--- src/rtl/mole_pkg.sv ---
// rtl/mole_pkg.sv - shared state encoding, field widths and timer sizing for the mole game
package mole_pkg;

    typedef enum logic [2:0] {
        IDLE,
        REQ,
        GAP,
        SHOW,
        DONE
    } state_t;

    localparam int BOX_W    = 3;
    localparam int DELAY_W  = 2;
    localparam int COLOUR_W = 3;

    // Sized for the longest gap (max delay code is 3, so 4 units); the show window is folded in so neither load overflows.
    function automatic int timer_w(input int gap_ticks, input int cyc_per_tick, input int show_ticks);
        int max_cnt;
        max_cnt = 4 * gap_ticks * cyc_per_tick;
        if (show_ticks * cyc_per_tick > max_cnt) begin
            max_cnt = show_ticks * cyc_per_tick;
        end
        return (max_cnt > 1) ? $clog2(max_cnt) : 1;
    endfunction

endpackage

--- src/rtl/mole_scheduler_if.sv ---
// rtl/mole_scheduler_if.sv - draw request/response handshake between scheduler and LFSR register
interface mole_scheduler_if;
    import mole_pkg::*;

    logic                oRngEnb;
    logic                iRngValid;
    logic [BOX_W-1:0]    iRngBox;
    logic [DELAY_W-1:0]  iRngDelay;
    logic [COLOUR_W-1:0] iRngColour;

    modport master (
        output oRngEnb,
        input  iRngValid,
        input  iRngBox,
        input  iRngDelay,
        input  iRngColour
    );

    modport slave (
        input  oRngEnb,
        output iRngValid,
        output iRngBox,
        output iRngDelay,
        output iRngColour
    );

endinterface

--- src/rtl/mole_timer.sv ---
// rtl/mole_timer.sv - loadable down-counter shared by the gap and show phases
module mole_timer #(
    parameter int W = 20
) (
    input  logic         clk,
    input  logic         reset_n,
    input  logic         load,
    input  logic [W-1:0] load_val,
    output logic         expired
);

    logic [W-1:0] r_count;

    always_ff @(posedge clk or negedge reset_n) begin
        if (!reset_n) begin
            r_count <= '0;
        end else if (load) begin
            r_count <= load_val;
        end else if (r_count != '0) begin
            r_count <= r_count - 1'b1;
        end
    end

    assign expired = (r_count == '0);

endmodule

--- src/rtl/mole_scheduler.sv ---
// rtl/mole_scheduler.sv - whack-a-mole sequencer: draw, wait, light a box, judge hits, keep score
module mole_scheduler
    import mole_pkg::*;
#(
    parameter int NUM_BOXES    = 8,
    parameter int CYC_PER_TICK = 50000,
    parameter int GAP_TICKS    = 4,
    parameter int SHOW_TICKS   = 20,
    parameter int ROUNDS       = 16,
    parameter int SCORE_W      = 8
) (
    input  logic                 clk,
    input  logic                 reset_n,
    input  logic                 iStart,
    input  logic [NUM_BOXES-1:0] iHit,
    mole_scheduler_if.master     rng,
    output logic [NUM_BOXES-1:0] oMoleOn,
    output logic [COLOUR_W-1:0]  oMoleColour,
    output logic [SCORE_W-1:0]   oScore,
    output logic [SCORE_W-1:0]   oMisses,
    output logic [SCORE_W-1:0]   oRound,
    output logic                 oBusy,
    output logic                 oGameOver
);

    localparam int                 TW        = timer_w(GAP_TICKS, CYC_PER_TICK, SHOW_TICKS);
    localparam logic [TW-1:0]      SHOW_LOAD = TW'(SHOW_TICKS * CYC_PER_TICK - 1);
    localparam logic [SCORE_W-1:0] SAT       = '1;

    state_t                r_state;
    logic                  r_rng_enb;
    logic [BOX_W-1:0]      r_box;
    logic [COLOUR_W-1:0]   r_colour;
    logic [NUM_BOXES-1:0]  r_mole_on;
    logic [COLOUR_W-1:0]   r_mole_colour;
    logic [SCORE_W-1:0]    r_score;
    logic [SCORE_W-1:0]    r_misses;
    logic [SCORE_W-1:0]    r_round;
    logic                  r_busy;
    logic                  r_game_over;

    logic                  w_expired;
    logic                  w_load;
    logic [TW-1:0]         w_gap_load;
    logic [TW-1:0]         w_load_val;
    logic [NUM_BOXES-1:0]  w_box_mask;
    logic                  w_correct;
    logic                  w_wrong;
    logic [1:0]            w_miss_add;
    logic [SCORE_W:0]      w_miss_sum;
    logic [SCORE_W-1:0]    w_miss_next;
    logic [SCORE_W-1:0]    w_score_next;
    logic [SCORE_W-1:0]    w_round_next;

    always_comb begin
        w_gap_load   = TW'((int'(rng.iRngDelay) + 1) * GAP_TICKS * CYC_PER_TICK - 1);
        w_load       = ((r_state == REQ) && rng.iRngValid) || ((r_state == GAP) && w_expired);
        w_load_val   = (r_state == REQ) ? w_gap_load : SHOW_LOAD;
        w_box_mask   = NUM_BOXES'(1) << r_box;
        w_correct    = iHit[r_box];
        w_wrong      = |(iHit & ~w_box_mask);
        // A correct press trumps both a stray press and the timeout landing on the same cycle.
        w_miss_add   = w_correct ? 2'd0 : ({1'b0, w_wrong} + {1'b0, w_expired});
        w_miss_sum   = {1'b0, r_misses} + (SCORE_W + 1)'(w_miss_add);
        w_miss_next  = w_miss_sum[SCORE_W] ? SAT : w_miss_sum[SCORE_W-1:0];
        w_score_next = (r_score == SAT) ? SAT : r_score + 1'b1;
        w_round_next = r_round + 1'b1;
    end

    mole_timer #(.W(TW)) u_timer (
        .clk      (clk),
        .reset_n  (reset_n),
        .load     (w_load),
        .load_val (w_load_val),
        .expired  (w_expired)
    );

    always_ff @(posedge clk or negedge reset_n) begin
        if (!reset_n) begin
            r_state       <= IDLE;
            r_rng_enb     <= 1'b0;
            r_box         <= '0;
            r_colour      <= '0;
            r_mole_on     <= '0;
            r_mole_colour <= '0;
            r_score       <= '0;
            r_misses      <= '0;
            r_round       <= '0;
            r_busy        <= 1'b0;
            r_game_over   <= 1'b0;
        end else begin
            case (r_state)
                IDLE, DONE: begin
                    if (iStart) begin
                        r_state     <= REQ;
                        r_rng_enb   <= 1'b1;
                        r_busy      <= 1'b1;
                        r_game_over <= 1'b0;
                        r_score     <= '0;
                        r_misses    <= '0;
                        r_round     <= '0;
                    end
                end
                REQ: begin
                    if (rng.iRngValid) begin
                        r_state   <= GAP;
                        r_rng_enb <= 1'b0;
                        r_box     <= rng.iRngBox;
                        r_colour  <= rng.iRngColour;
                    end
                end
                GAP: begin
                    if (w_expired) begin
                        r_state       <= SHOW;
                        r_mole_on     <= w_box_mask;
                        r_mole_colour <= r_colour;
                    end
                end
                SHOW: begin
                    r_misses <= w_miss_next;
                    if (w_correct || w_expired) begin
                        if (w_correct) begin
                            r_score <= w_score_next;
                        end
                        r_round       <= w_round_next;
                        r_mole_on     <= '0;
                        r_mole_colour <= '0;
                        if (w_round_next == SCORE_W'(ROUNDS)) begin
                            r_state     <= DONE;
                            r_busy      <= 1'b0;
                            r_game_over <= 1'b1;
                        end else begin
                            r_state   <= REQ;
                            r_rng_enb <= 1'b1;
                        end
                    end
                end
                default: r_state <= IDLE;
            endcase
        end
    end

    assign rng.oRngEnb = r_rng_enb;
    assign oMoleOn     = r_mole_on;
    assign oMoleColour = r_mole_colour;
    assign oScore      = r_score;
    assign oMisses     = r_misses;
    assign oRound      = r_round;
    assign oBusy       = r_busy;
    assign oGameOver   = r_game_over;

endmodule
--- src/flat_wrapper.sv ---
// flat-port wrapper written by rule: the top's interface ports become plain ports
module mole_scheduler_flat import mole_pkg::*;
#(
    parameter int NUM_BOXES    = 8,
    parameter int CYC_PER_TICK = 50000,
    parameter int GAP_TICKS    = 4,
    parameter int SHOW_TICKS   = 20,
    parameter int ROUNDS       = 16,
    parameter int SCORE_W      = 8
)
  (clk, reset_n, iStart, iHit, oMoleOn, oMoleColour, oScore, oMisses, oRound, oBusy, oGameOver, rng_oRngEnb, rng_iRngValid, rng_iRngBox, rng_iRngDelay, rng_iRngColour);
  mole_scheduler_if rng_i ();
  input  logic clk;
  input  logic reset_n;
  input  logic iStart;
  input  logic [NUM_BOXES-1:0] iHit;
  output logic [NUM_BOXES-1:0] oMoleOn;
  output logic [COLOUR_W-1:0] oMoleColour;
  output logic [SCORE_W-1:0] oScore;
  output logic [SCORE_W-1:0] oMisses;
  output logic [SCORE_W-1:0] oRound;
  output logic oBusy;
  output logic oGameOver;
  output wire logic [$bits(rng_i.oRngEnb)-1:0] rng_oRngEnb;
  input wire logic [$bits(rng_i.iRngValid)-1:0] rng_iRngValid;
  input wire logic [$bits(rng_i.iRngBox)-1:0] rng_iRngBox;
  input wire logic [$bits(rng_i.iRngDelay)-1:0] rng_iRngDelay;
  input wire logic [$bits(rng_i.iRngColour)-1:0] rng_iRngColour;
  assign rng_oRngEnb = rng_i.oRngEnb;
  assign rng_i.iRngValid = rng_iRngValid;
  assign rng_i.iRngBox = rng_iRngBox;
  assign rng_i.iRngDelay = rng_iRngDelay;
  assign rng_i.iRngColour = rng_iRngColour;
  mole_scheduler #(.NUM_BOXES(NUM_BOXES), .CYC_PER_TICK(CYC_PER_TICK), .GAP_TICKS(GAP_TICKS), .SHOW_TICKS(SHOW_TICKS), .ROUNDS(ROUNDS), .SCORE_W(SCORE_W)) u_core (.clk(clk), .reset_n(reset_n), .iStart(iStart), .iHit(iHit), .rng(rng_i), .oMoleOn(oMoleOn), .oMoleColour(oMoleColour), .oScore(oScore), .oMisses(oMisses), .oRound(oRound), .oBusy(oBusy), .oGameOver(oGameOver));
endmodule
--- config.mk ---
export PLATFORM = sky130hd
export DESIGN_NAME = mole_scheduler_flat
export DESIGN_NICKNAME = d
export VERILOG_FILES = /design/src/rtl/mole_pkg.sv /design/src/rtl/mole_scheduler_if.sv /design/src/rtl/mole_timer.sv /design/src/rtl/mole_scheduler.sv /design/src/flat_wrapper.sv
export SDC_FILE = /design/constraint.sdc
export NUM_CORES = 1
export LEC_CHECK = 0
export ABC_AREA = 1
export CAP_MARGIN = 20
export CORE_ASPECT_RATIO = 1.75
export CORE_MARGIN = 3
export CORE_UTILIZATION = 55
export CTS_CLUSTER_SIZE = 24
export DETAILED_ROUTE_END_ITERATION = 12
export PLACE_DENSITY = 0.77
export SETUP_SLACK_MARGIN = 0.5
export SYNTH_ARGS = -nofsm -noshare
export SYNTH_HDL_FRONTEND = slang
export SYNTH_SLANG_ARGS = --single-unit
--- constraint.sdc ---
create_clock -name clk -period 6.5 [get_ports clk]
set_clock_uncertainty 0.15 [all_clocks]
set_input_delay 1.625 -clock clk [delete_from_list [all_inputs] [get_ports clk]]
set_output_delay 1.625 -clock clk [all_outputs]
set_load 0.05 [all_outputs]
Yosys cells after proc, flatten, opt, wreduce, memory -nomap -nowiden

Cells that the tools add are included.

Output and inout bits: 38
Bits of input ports: 20
Flip-flop bits (word level): 67
Logic and storage cells: 97

Bitwise gates (word level): 2
Magnitude comparators: 1
Add/sub/neg operators: 7
Reductions and logical operators: 21
Multiply operators: 1
Multiplexer cells: 39
Shift-type cells: 1
Eq/ne operators: 13

Operator list:

| kind                                                  | number |
|---|---|
| two-way mux 8 bit                                     | 8 |
| case mux 8 bit (2 select lines)                       | 4 |
| two-way mux 20 bit                                    | 3 |
| multiplier 30 x 13 -> 14 bit, second input constant   | 1 |
| two-way mux 3 bit                                     | 7 |
| logical NOT 20 bit                                    | 1 |
| nonzero test 20 bit                                   | 1 |
| subtractor 20 x 1 -> 20 bit, second input constant    | 1 |
| subtractor 20 x 2 -> 20 bit, second input constant    | 1 |
| adder 8 x 1 -> 8 bit, second input constant           | 2 |
| case mux 3 bit (4 select lines)                       | 1 |
| AND reduction 4 bit                                   | 3 |
| two-way mux 1 bit                                     | 10 |
| adder 8 x 2 -> 9 bit                                  | 1 |
| bitwise AND 8 bit                                     | 1 |
| == test 8 x 5 -> 1 bit, second input constant         | 1 |
| == test 8 bit, second input constant                  | 1 |
| inequality test 2 x 1 -> 1 bit, second input constant | 4 |
| NOT 8 bit                                             | 1 |
| OR reduction 8 bit                                    | 1 |
| left shift 1 x 3 -> 8 bit, first input constant       | 1 |
| == test 3 x 2 -> 1 bit, second input constant         | 2 |
| inequality test 2 bit, second input constant          | 3 |
| case mux 3 bit (2 select lines)                       | 1 |
| 18 further kinds                                      | 25 |

Depth between registers and ports, before layout

Word-level depth: 9
Depth in mapped cells: 22
Mapped depth without buffers: 21

By module

A second synthesis with hierarchy kept.

Cell total of the unflattened synthesis: 604
Area total of the unflattened synthesis: 4,444.3 um^2

By module, submodules not included:

| module         | sequential area each (um^2) | area each (um^2) | cells an instance | instances |
|---|---|---|---|---|
| mole_scheduler | 1,176.1                     | 3,007.9          | 401               | 1 |
| mole_timer     | 500.5                       | 1,436.4          | 203               | 1 |

Least setup slack after synthesis

Ideal clock, no wire load.

Path kind: input-to-reg
Start: in iHit[2]
End: reg u_core.r_misses[3] (netlist: u_core.oMisses[3])
Data required time: 6,283 ps
Path slack: 2,540 ps
Arrival time: 3,743 ps
Path buffers: 0
Stages on the path: 18
Library setup time: 67 ps
Cell sequence: o21ai_0 -> nand3_1 -> nor2_1 -> o2111ai_1 -> ha_1 -> inv_1 -> nor2_1 -> ha_1 -> inv_1 -> fa_1 -> inv_1 -> nand3_1 -> nor2_1 -> nand2_1 -> nor2_1 -> inv_1 -> o21ai_0 -> a22o_1

Word-level cells in the longest chain between the ends: 7
Elaborated cells on any way between the ends: 9
Classes of those cells: 2 x add/sub; 5 x mux; 1 x bitwise; 1 x reduce/logical

Ends and longest elaborated chain:

| item                              | line                  | source |
|---|---|---|
| start, declared                   | flat_wrapper.sv:16    | `input logic [NUM_BOXES-1:0] iHit;` |
| bitwise AND 8 bit                 | mole_scheduler.sv:61  | `w_wrong = \|(iHit & ~w_box_mask);` |
| OR reduction 8 bit                | mole_scheduler.sv:61  |  |
| adder 1 x 1 -> 2 bit              | mole_scheduler.sv:63  | `w_miss_add = w_correct ? 2'd0 : ({1'b0, w_wrong} + {1'b0, w_expired});` |
| two-way mux 2 bit *               | mole_scheduler.sv:63  |  |
| adder 8 x 2 -> 9 bit *            | mole_scheduler.sv:64  | `w_miss_sum = {1'b0, r_misses} + (SCORE_W + 1)'(w_miss_add);` |
| two-way mux 8 bit *               | mole_scheduler.sv:65  | `w_miss_next = w_miss_sum[SCORE_W] ? SAT : w_miss_sum[SCORE_W-1:0];` |
| case mux 8 bit (2 select lines) * | mole_scheduler.sv:92  | `case (r_state)` |
| end signal, assigned              | mole_scheduler.sv:120 | `r_misses <= w_miss_next;` |
| end, declared                     | mole_scheduler.sv:37  | `logic [SCORE_W-1:0] r_misses;` |

Every way passes the cells marked *; elsewhere a longest branch is shown, timed or not. The select of a mux whose other input is x is not followed.
A chain may end at the register's enable or synchronous reset.

Final worst setup path

Same ends and word-level chain as after synthesis.

==> run summary <==
global-route wire length before repair - 17300 um
Hold Buf Count CTS - 0
Synthesized Nets - 612
Worst Tran Pin Value - 873 ps
Min-Delay Startpoint - u_core.u_timer.r_count[0]
Final Hold Vio Count - 0
PwrDens - 441 mW/mm2
Cells after Synth - 575
Die Y - 122 um
Overflow after GRT - 0
post-synthesis register bit count - 67
Netlist cell types - 33
max_cap viols - 0
vias in the first global route - 3794
GP Congestion - 0.867
Initial Util - 0.572
crit path launch - iHit[2]
Mapped Area - 0.00419 mm2
Post-Syn Area per Cell - 7.29 um2
row count - 41
dpl cells - 708
Port Buf Inserts - 57
final net count - 670
post-synthesis sequential area ratio - 0.400
status - finished clean
WL per Instance - 14.1 um
Crit path arrival time - 4670 ps
Post-synth EDFFs - 0
clk_lat worst skew - 340 ps
Slew Limit Fails - 0
total I/O pin count - 58
largest net degree at the start of global routing - 68
FF-to-FF setup slack - 2850 ps
Synth async-reset ratio - 1.00
DRC - 0
total setup buffers inserted after CTS - 0
routed wire length - 10200 um
TritonCTS clock tree - done
Crit Path Max Fanout - 4
r2r startpoint - u_core.r_box[0]
Worst setup EP type - flop
Non-Filler Instances - 724
post-place setup slack - 1700 ps
Post-DRT Antenna Nets - 0
crit path time final - 4550 ps
post-cts sizing count - 0
hpwl dp - 7540 um
Setup TNS - 0 ps
share of the synthesized area in the top cell type - 0.400
post-synth top area cell - dfrtp_1
Hold Crit Class - flop to flop
critical path class - input port to flop
top post-synthesis cells by area - dfrtp_1 (40%), nand2_1 (15%), inv_1 (5.8%)
Startpoint Class - input port
die area - 0.00875 mm2
final setup violation count - 0
area growth from synthesis to layout - 22.9%
Leakage - 2.53 nW
Max VDD drop - 0.225 mV
Clock Pin Slew Worst Setup and Hold Paths - 50 ps
Tcrit/Tclk final - 0.700
Die W - 72 um
clock sink count - 67
n_diodes - 0
Synth Flop Type - dfrtp_1
Vias - 3948
cts bufs inserted - 9
Required @ worst endpoint - 6620 ps
Peak Freq - 220 MHz
final setup margin - 1950 ps
Yosys Warn Count - 0
Clock Path Buffers - 2
Core Area - 0.00734 mm2
initial antenna violation count - 0
drt first pass iters - 5
unrepaired setup endpoints after global routing - false
DRT iter0 DRCs - 246
Vias/cell - 5.45
clock root cell - clkbuf_16
GR Util All Layers - 0.253
Rel. slew slack - 0.416
H-tree level count - 3
share of cells above drive strength 1 - 0.0690
[critical path, stage by stage]
cell and delay [ps]:
clkdlybuf4s50_1 440, o21ai_0 100, nand3_1 110, nor2_1 110, o2111ai_1 170, ha_1 320, inv_1 30, nor2_1 100
ha_1 160, inv_1 50, fa_1 380, inv_1 90, nand3_1 110, nor2_1 140, nand2_1 100, nor2_1 220
inv_1 110, o21ai_0 120, a22o_1 180
[cell usage in the layout (no fill, tap or decap)]
cell type        instances
buf_4                    1
buf_2                    1
nor2_2                   3
o211ai_1                 1
nand2_4                  2
bufinv_16                3
nand2_2                  6
nor2_8                   1
nor2_4                   4
o21ai_1                  3
nor4_4                   1
ha_1                    16
nand2_1                170
o2111ai_1                1
nand3_2                  3
o21bai_1                 1
a21oi_1                 22
inv_1                   65
nand4_1                  7
o21ai_0                 46
and2_1                   1
dfrtp_1                 67
fa_1                     1
nor2_1                  59
nand3_1                 37
clkinv_2                 2
xor2_1                  10
clkbuf_16                9
xnor2_1                 10
clkbuf_1                 1
o22ai_1                 11
a22o_1                   1
clkbuf_8                 1
clkdlybuf4s50_1         56
inv_2                    6
nor3_1                   8
or2_2                    1
[path summary, 6_finish.rpt]
path	end	cells past startpoint
setup / recovery	u_core.oMisses[3]	19
hold / removal	u_core.u_timer.r_count[0]	2
max in group asynchronous	u_core.oRound[4]	2
setup reg to reg	u_core.oMisses[3]	20
min in group asynchronous	u_core.oRound[2]	2
hold reg to reg	u_core.u_timer.r_count[0]	2
[final cells by class]
cell class	count	area, um2
Clock inverter	5	100
Inverter	71	267
Sequential cell	67	1680
Clock buffer	11	243
Multi-Input combinational cell	426	2190
Tap cell	86	108
Fill cell	625	2180
Timing Repair Buffer	58	573
[sequential cells by signal, indices dropped and copies added, names as in the netlist]
register                flops
u_core.oRound               8
u_core.oMoleOn              8
u_core.r_state              3
u_core.r_box                3
u_core.u_timer.r_count     20
u_core.oBusy                1
u_core.r_colour             3
u_core.oMoleColour          3
u_core.oGameOver            1
u_core.rng.oRngEnb          1
u_core.oScore               8
u_core.oMisses              8
[layer usage]
| metal | track usage | wire (um) | up-vias |
|---|---|---|---|
| li1 | - | - | 1959 |
| met1 | 0.270 | 3650 | 1837 |
| met2 | 0.455 | 5700 | 119 |
| met3 | 0.0638 | 432 | 33 |
| met4 | 0.124 | 395 | 0 |
| met5 | 0 | 0 | - |
[cell usage after synthesis (6+ instances only)]
master and number:
nor2_1 59, nor3_1 8, dfrtp_1 67, o21ai_0 46, xor2_1 10, o22ai_1 11
nand4_1 7, buf_2 7, inv_2 6, nand3_1 37, ha_1 16, a21oi_1 22
inv_1 65, nand2_2 6, nand2_1 170, xnor2_1 10
[report_power, final]
| group | switching, mW | total (mW) | internal, mW |
|---|---|---|---|
| combinational | 0.669 | 0.995 | 0.326 |
| clock | 0.177 | 0.560 | 0.384 |
| sequential | 0.153 | 0.717 | 0.564 |
[kinds of logic after synthesis]
| logic type | share of synthesized area |
|---|---|
| AOI/OAI and AO/OA | 0.109 |
| xor gates and xnor gates | 0.0418 |
| adders and majority gates | 0.0525 |
| buffers and inverters | 0.0782 |
| DFF | 0.400 |
| and+or+nand+nor | 0.319 |
[stage by stage]
step           cell area, um2  hold WS (ps)   util  total power [mW]
2_1_floorplan            4190           292      -              1.41
3_3_place_gp             4810           304  0.656              1.69
3_5_place_dp             4810           309  0.656              1.71
4_1_cts                  5150           322  0.703              2.28
5_1_grt                  5150           339  0.703              2.42
6_report                 5150           317  0.703              2.27
Power figures use the tool's default switching activity.
